[config.mk]
export PLATFORM = sky130hd
export DESIGN_NAME = fft_input_loader
export DESIGN_NICKNAME = d
export VERILOG_FILES = /design/src/rtl/fft_pkg.sv /design/src/rtl/fft_input_loader_sample_bank.sv /design/src/rtl/fft_input_loader.sv
export SDC_FILE = /design/constraint.sdc
export NUM_CORES = 2
export LEC_CHECK = 0
export CELL_PAD_IN_SITES_DETAIL_PLACEMENT = 1
export CELL_PAD_IN_SITES_GLOBAL_PLACEMENT = 1
export CORE_MARGIN = 8
export CORE_UTILIZATION = 40
export CTS_BUF_LIST = sky130_fd_sc_hd__clkbuf_4
export CTS_CLUSTER_SIZE = 24
export DETAILED_ROUTE_END_ITERATION = 8
export HOLD_SLACK_MARGIN = 0.03
export PLACE_DENSITY = 0.59
export REMOVE_ABC_BUFFERS = 1
export SETUP_SLACK_MARGIN = 0.15
export SLEW_MARGIN = 20
export SYNTH_ARGS = -nofsm -noshare
export SYNTH_HDL_FRONTEND = slang
export SYNTH_SLANG_ARGS = --single-unit
[constraint.sdc]
create_clock -name clk -period 5.3 [get_ports clk]
set_input_delay 1.06 -clock clk [delete_from_list [all_inputs] [get_ports clk]]
set_output_delay 1.06 -clock clk [all_outputs]
set_load 0.01 [all_outputs]
[src/rtl/fft_pkg.sv]
// Shared constants and state type for the FFT input loader and the
// radix-4 FFT core it feeds.
package fft_pkg;

  localparam int DATA_BIT   = 16;
  localparam int N          = 256;
  localparam int MEM_HEIGHT = N / 4;
  localparam int ADDR_BIT   = 6;
  localparam int INDEX_BIT  = ADDR_BIT + 2;
  localparam int NUM_BANKS  = 4;

  typedef enum logic [1:0] {
    FILL = 2'd0,
    LOAD = 2'd1,
    RUN  = 2'd2
  } state_t;

  // Quarter-frame bank that holds sample index i (top two index bits).
  function automatic logic [1:0] bank_of(input logic [INDEX_BIT-1:0] i);
    return i[INDEX_BIT-1 -: 2];
  endfunction

  // Word address inside the bank for sample index i.
  function automatic logic [ADDR_BIT-1:0] addr_of(input logic [INDEX_BIT-1:0] i);
    return i[ADDR_BIT-1:0];
  endfunction

endpackage

[src/rtl/fft_input_loader_sample_bank.sv]
// One quarter-frame sample store: synchronous write port and a registered
// read port. The array itself carries no reset; only the read register does,
// so the loader outputs come up as zero.
module sample_bank
  import fft_pkg::*;
#(
  parameter int W     = DATA_BIT,
  parameter int DEPTH = MEM_HEIGHT,
  parameter int AW    = ADDR_BIT
) (
  input  logic          clk,
  input  logic          rst_n,
  input  logic          wr_en,
  input  logic [AW-1:0] wr_addr,
  input  logic [W-1:0]  wr_data,
  input  logic          rd_en,
  input  logic [AW-1:0] rd_addr,
  output logic [W-1:0]  rd_data
);

  logic [W-1:0] mem [DEPTH];

  // Storage write; no reset so the array maps onto block RAM.
  always_ff @(posedge clk) begin
    if (wr_en) begin
      mem[wr_addr] <= wr_data;
    end
  end

  // Registered read; holds its last word when no read is issued.
  always_ff @(posedge clk or negedge rst_n) begin
    if (!rst_n) begin
      rd_data <= '0;
    end else if (rd_en) begin
      rd_data <= mem[rd_addr];
    end
  end

endmodule

[src/rtl/fft_input_loader.sv]
// Collects a serial frame of N samples into four quarter-frame banks, then
// replays it onto the FFT parallel load port while holding the FFT in reset,
// releases the FFT and waits for its done pulse before the next frame.
module fft_input_loader
  import fft_pkg::*;
(
  input  logic                clk,
  input  logic                rst_n,
  input  logic [DATA_BIT-1:0] s_data,
  input  logic                s_valid,
  output logic                s_ready,
  input  logic                fft_done,
  output logic                prepare_data,
  output logic                rst_top,
  output logic [DATA_BIT-1:0] input_d0,
  output logic [DATA_BIT-1:0] input_d1,
  output logic [DATA_BIT-1:0] input_d2,
  output logic [DATA_BIT-1:0] input_d3,
  output logic                busy
);

  state_t                 state_reg;
  logic [INDEX_BIT-1:0]   index_reg;
  logic [ADDR_BIT-1:0]    k_reg;
  logic                   transfer;
  logic                   rd_en;
  logic [DATA_BIT-1:0]    bank_data [NUM_BANKS];

  // s_ready is only ever high in FILL, so it alone qualifies a transfer.
  assign transfer = s_valid && s_ready;
  assign rd_en    = (state_reg == LOAD);

  // Four banks, selected by the top index bits on write and read in
  // lock-step at address k during LOAD.
  generate
    for (genvar gi = 0; gi < NUM_BANKS; gi++) begin : g_bank
      logic wr_en;
      assign wr_en = transfer && (bank_of(index_reg) == 2'(gi));

      sample_bank #(
        .W     (DATA_BIT),
        .DEPTH (MEM_HEIGHT),
        .AW    (ADDR_BIT)
      ) u_bank (
        .clk     (clk),
        .rst_n   (rst_n),
        .wr_en   (wr_en),
        .wr_addr (addr_of(index_reg)),
        .wr_data (s_data),
        .rd_en   (rd_en),
        .rd_addr (k_reg),
        .rd_data (bank_data[gi])
      );
    end
  endgenerate

  // Bank read registers are the output registers for the data words.
  assign input_d0 = bank_data[0];
  assign input_d1 = bank_data[1];
  assign input_d2 = bank_data[2];
  assign input_d3 = bank_data[3];

  // Frame sequencer: state, counters and all registered control outputs.
  always_ff @(posedge clk or negedge rst_n) begin
    if (!rst_n) begin
      state_reg    <= FILL;
      index_reg    <= '0;
      k_reg        <= '0;
      s_ready      <= 1'b0;
      prepare_data <= 1'b0;
      rst_top      <= 1'b1;
      busy         <= 1'b0;
    end else begin
      // Delayed by one cycle to line up with the bank read latency.
      prepare_data <= (state_reg == LOAD);

      case (state_reg)
        FILL: begin
          s_ready <= 1'b1;
          rst_top <= 1'b1;
          busy    <= 1'b0;
          if (transfer) begin
            index_reg <= index_reg + 1'b1;
            if (index_reg == INDEX_BIT'(N - 1)) begin
              state_reg <= LOAD;
              k_reg     <= '0;
              s_ready   <= 1'b0;
              busy      <= 1'b1;
            end
          end
        end

        LOAD: begin
          s_ready <= 1'b0;
          rst_top <= 1'b1;
          busy    <= 1'b1;
          k_reg   <= k_reg + 1'b1;
          if (k_reg == ADDR_BIT'(MEM_HEIGHT - 1)) begin
            state_reg <= RUN;
          end
        end

        RUN: begin
          s_ready <= 1'b0;
          rst_top <= 1'b0;
          busy    <= 1'b1;
          if (fft_done) begin
            state_reg <= FILL;
            index_reg <= '0;
            s_ready   <= 1'b1;
            rst_top   <= 1'b1;
            busy      <= 1'b0;
          end
        end

        default: begin
          state_reg <= FILL;
          index_reg <= '0;
          s_ready   <= 1'b0;
          rst_top   <= 1'b1;
          busy      <= 1'b0;
        end
      endcase
    end
  end

endmodule

Word level (Yosys, flattened, before mapping)
Memory sizes are Yosys's and may differ from the RTL's. A register that Yosys moved wholly into a read port is not among the register bits.
Index checks and enable logic that the tools add are counted.
{"block": "totals", "mem_count": 4, "ff_bits": 20, "output_inout_bits": 68, "word_cells": 68, "mem_bits_rw": 4096, "input_bits": 20}
{"block": "classes", "add_sub_neg": 2, "n_mux": 28, "n_reduce_logical": 15, "n_eq_ne": 11, "bitwise": 1}
{"memory": "g_bank[0].u_bank.mem", "words": 64, "word_bits": 16, "rd": 1, "rd_clocked_by_memory_dff": 1, "write_ports": 1, "line": "fft_input_loader_sample_bank.sv:21", "text": "logic [W-1:0] mem [DEPTH];"}
{"memory": "g_bank[1].u_bank.mem", "words": 64, "word_bits": 16, "rd": 1, "rd_clocked_by_memory_dff": 1, "write_ports": 1, "line": "fft_input_loader_sample_bank.sv:21"}
{"memory": "g_bank[2].u_bank.mem", "words": 64, "word_bits": 16, "rd": 1, "rd_clocked_by_memory_dff": 1, "write_ports": 1, "line": "fft_input_loader_sample_bank.sv:21"}
{"memory": "g_bank[3].u_bank.mem", "words": 64, "word_bits": 16, "rd": 1, "rd_clocked_by_memory_dff": 1, "write_ports": 1, "line": "fft_input_loader_sample_bank.sv:21"}
{"op": "$pmux W8 S3", "n": 1}
{"op": "$mux W8", "n": 2}
{"op": "$mux W1", "n": 15}
{"op": "$mux W6", "n": 2}
{"op": "$pmux W6 S2", "n": 1}
{"op": "$add A8 B1 Y8 const B", "n": 1}
{"op": "$eq A8 B8 Y1 const B", "n": 1}
{"op": "$mux W2", "n": 4}
{"op": "$ne A2 B2 Y1 const B", "n": 4}
{"op": "$add A6 B1 Y6 const B", "n": 1}
{"op": "$eq A2 B2 Y1 const B", "n": 3}
{"op": "$eq A6 B6 Y1 const B", "n": 1}
{"op": "$pmux W2 S3", "n": 1}
{"op": "$reduce_and A3 Y1", "n": 2}
{"op": "$logic_and A1 B1 Y1", "n": 5}
{"op": "$eq A2 B1 Y1 const B", "n": 2}
{"op": "$logic_not A1 Y1", "n": 4}
{"op": "$logic_not A2 Y1", "n": 2}
{"op": "$reduce_and A4 Y1", "n": 1}
{"op": "$pmux W1 S3", "n": 1}
{"op": "$pmux W1 S2", "n": 1}
{"op": "$reduce_bool A2 Y1", "n": 1}
{"op": "$not A1 Y1", "n": 1}

Depth between registers and ports, before layout
{"block": "depth", "word_depth": 4, "depth_mapped": 10, "ltp_nobuf": 6}

Cells and area by module
Synthesis repeated with hierarchy kept, for this count alone.
{"block": "unflattened", "cells_unflattened": 7686, "hier_area_um2": 160721.6}
{"mod": "sample_bank", "cells_each": 1897, "seq_area_each_um2": 31149.9, "area_per_inst_um2": 39925.8, "instances": 4}
{"mod": "fft_input_loader", "cells_each": 98, "seq_area_each_um2": 501.7, "area_per_inst_um2": 1018.5, "instances": 1}

Worst setup path before layout
OpenSTA, ideal clock, no wires.
{"block": "synth_timing", "path_type": "input -> register", "startpoint": "input s_valid", "endpoint": "memory g_bank[1].u_bank.mem[16][0] in the netlist's numbering (enable)", "cell_stages": 4, "setup_ns": 0.389, "arrival_time_ns": 2.868, "n_path_buf": 0, "required_ns": 4.911, "path_slack_ns": 2.044, "cell_sequence": "nand2_1 nor3b_1 nand3_1 nor2_1"}
{"block": "synth_between", "elab_chain_len": 4}
{"item": "start, declared", "line": "fft_input_loader.sv:10", "text": "input logic s_valid,"}
{"item": "$logic_and A1 B1 Y1", "line": "fft_input_loader.sv:30", "text": "assign transfer = s_valid && s_ready;"}
{"item": "$logic_and A1 B1 Y1", "line": "fft_input_loader.sv:38", "text": "assign wr_en = transfer && (bank_of(index_reg) == 2'(gi));"}
{"item": "$mux W1", "line": "fft_input_loader_sample_bank.sv:25", "text": "if (wr_en) begin"}
{"item": "$mux W1 (not written as such)", "line": "fft_input_loader_sample_bank.sv:26", "text": "mem[wr_addr] <= wr_data;"}
{"item": "end, declared", "line": "fft_input_loader_sample_bank.sv:21"}
No other way between the ends.

Worst setup path in the final report
{"block": "layout_timing", "startpoint": "register rst_top", "endpoint": "output rst_top"}
{"item": "start, declared", "line": "fft_input_loader.sv:14", "text": "output logic rst_top,"}
{"item": "start signal, assigned", "line": "fft_input_loader.sv:71", "text": "rst_top <= 1'b1;"}
{"item": "start signal, assigned", "line": "fft_input_loader.sv:80", "text": "rst_top <= 1'b1;"}
{"item": "start signal, assigned", "line": "fft_input_loader.sv:95", "text": "rst_top <= 1'b1;"}
No word-level cell between the ends.

==> out/qor.yml <==
sta:
  slew_headroom_pct: 24.4
  post-route-min-period_ps: 4010
  finalSetupViolations: 0
  rsz0062_at_grt: "false"
  clock_skew_ps: 96.1
  period_share_pct: 75.7
  timing.hold.ws_ps: 342
  slew_viol_final: 0
  fmax_ghz: 0.249
  finalHoldViolations: 0
  tightest_slew_ps: 1130
synth:
  avgSynthCellArea_um2: 22.7
  async_reset_ff_share_pct: 2.01
  synth.ff_latch_count: 4180
  syn_area_mm2: 0.159
  synth_area_leaders: "edfxtp_1 77%, mux4_2 14%, dfrtp_1 1.3%, mux2i_1 1.2%, nor2_1 0.65%"
  yosysWarningCount: 0
  ys_top_cells_by_count: "4096 x edfxtp_1, 1012 x mux4_2, 275 x nor2_1, 199 x clkbuf_1, 189 x mux2i_1"
  ys.flop_type: "edfxtp_1"
  synth_area_leader_cell: "edfxtp_1"
  synth_edf_count: 4096
  synth_most_common_cell: "edfxtp_1"
  synth.distinct_cells: 56
  syn_inst: 7015
  netlist.area_leader.share_pct: 77.4
  yosysSeqAreaShare_pct: 78.7
clocking:
  cts-htree-levels: 7
  clock-root-buffer: "clkbuf_4"
  clock_latency_ps: 1680
  cts_setup_buffers: 0
  cts-buffers-inserted: 1163
  cts_buffer_depth: 5
  clk_pin_slew_ps: 70
  cts_sinks: 4180
  ctsResizeCount: 0
  tritoncts: "yes"
run_status:
  status: "complete, no violations"
flow_run:
  cap_violations: 0
finish:
  postLayoutCoreUtil_pct: 46.4
  drive_gt1_share_pct: 37.8
  largest_reg_flops: 4096
  nets: 8379
  fillers: 36300
  syn2layout_area_growth_pct: 15.4
grt:
  grt_pass1_vias: 87000
  grt.total_usage_pct: 22.4
  antenna_found_initial: 28
  grt_pass1_wl_um: 658000
  grt_max_degree: 119
  grt_overflow: 0
setup_path:
  cp-endpoint: "rst_top"
  r2r-start: "k_reg[0]"
  slowest_stage: "dfstp_2"
  reg2reg_to: "g_bank[3].u_bank.rd_data[0]"
  cp.required_ps: 4240
  crit_buf_inv: 1
  critPathMaxFanout: 1
  critPathKind: "flip-flop to output port"
  start_kind: "flip-flop"
  worstPathArrival_ps: 2950
  crit_path_end_kind: "output port"
  cp_slowest_stage_delay_ps: 710
  crit_family: "flip-flops"
  reg2reg_setup_slack_ps: 1620
  worst-r2r-cell-count: 8
  startpoint: "rst_top"
  crit_chain: "clkdlybuf4s50_1"
  crit_cells: 1
detailed_routing:
  drc: 0
  drtAntennaViolNets: 0
  wl_um: 471000
  initialDrtViolationCount: 8687
  wl_per_cell_um: 32.8
  vias: 82100
  vias_per_cell: 5.72
  drtPass1Iterations: 8
placed_design:
  hpwl_um: 282000
  port_buffers: 87
  gp_congestion: 0.801
floorplanning:
  initial_utilization_pct: 40.2
  num_rows: 231
  die_area_mm2: 0.418
  die_w_um: 646
  ioPinCount: 88
  core_mm2: 0.396
  die_h_um: 646
hold_path:
  min_path_type: "primary input to flip-flop"
pwr:
  p_leak_uw: 0.0593
  power.total_uw: 67000
  ir_drop_mv: 0.236
  p_per_area_mw_per_mm2: 365
==> cell families (layout without fill, tap and decap cells) <==
group,after synthesis,after routing,synth area share (%)
AOI/OAI and AO/OA,619,619,2.66
xor gates and xnor gates,7,7,0.0386
adders and majority gates,2,2,0.0157
buffers and inverters,422,2501,1.19
DFF,4180,4180,78.7
muxes,1251,1251,15.9
other,0,23,0
and+or+nand+nor,534,534,1.50
==> cell type report <==
type / instances / area [um^2] / area share (%)
Clock buffer: 1633 / 12300 / 6.68
Inverter: 6 / 22.5 / 0.0123
Clock inverter: 269 / 1540 / 0.838
Tap cell: 5242 / 6560 / 3.58
Multi-Input combinational cell: 2413 / 32400 / 17.6
Antenna cell: 23 / 57.6 / 0.0314
Sequential cell: 4180 / 125000 / 68.2
Timing Repair Buffer: 593 / 5520 / 3.01
==> worst min-delay path by stage <==
stage	slack (ps)	startpoint	endpoint	cells past startpoint
finish	340	s_valid	index_reg[1]	3
global route	210	s_valid	index_reg[1]	3
CTS	90	s_valid	index_reg[1]	3
detailed placement	640	state_reg[0]	s_ready	2
global placement	620	state_reg[0]	s_ready	2
floorplan	540	k_reg[5]	k_reg[5]	1
==> timing repair <==
| item | 4_1_cts | 5_1_grt |
|---|---|---|
| setup endpoints to repair | 0 | 0 |
| hold buffers | 20 | 0 |
| endpoints found under the hold margin | 1329 | 0 |
==> placed cells by master (no fill, tap or decap), types with 19 or more instances in the layout <==
cell	instances
o22ai_1	123
a22oi_1	130
clkdlybuf4s50_1	70
clkbuf_4	1633
o211ai_1	55
nand2_1	48
nor3_1	60
dlygate4sd3_1	19
o21ai_1	50
inv_2	26
mux4_2	1012
diode_2	23
nand3_1	58
clkinv_2	35
a32oi_1	49
dfrtp_1	79
clkinv_1	189
o21ai_0	58
buf_12	56
nor2_1	171
edfxtp_1	4096
a21oi_1	69
buf_4	430
a22o_1	31
nor2_2	103
mux2_2	50
mux2i_1	189
==> report_power, final <==
group / internal, uW / total [uW] / switching, uW / leakage (uW)
Clock: 15000 / 28100 / 13100 / 0.00832
Sequential: 36500 / 36700 / 126 / 0.0379
Combinational: 306 / 2190 / 1890 / 0.0131
Total: 51800 / 67000 / 15200 / 0.0593
==> per-layer routing <==
metal / share of wire (%) / GRT usage (%)
met5: 0.0028 / 0
met3: 7.3 / 4.95
met1: 41 / 30.2
met2: 49 / 36.1
met4: 2.8 / 8.07
==> stage by stage <==
stage	setup slack, ps	cells	setup TNS, ps	area [um^2]
after floorplan	-36770	6599	-2546190	157000
after global placement	1310	12400	0	169000
after detailed placement	1280	12400	0	169000
after CTS	1030	14300	0	183000
after global routing	1130	14400	0	183000
final	1290	14400	0	183000
(Power assumes the default switching activity.)
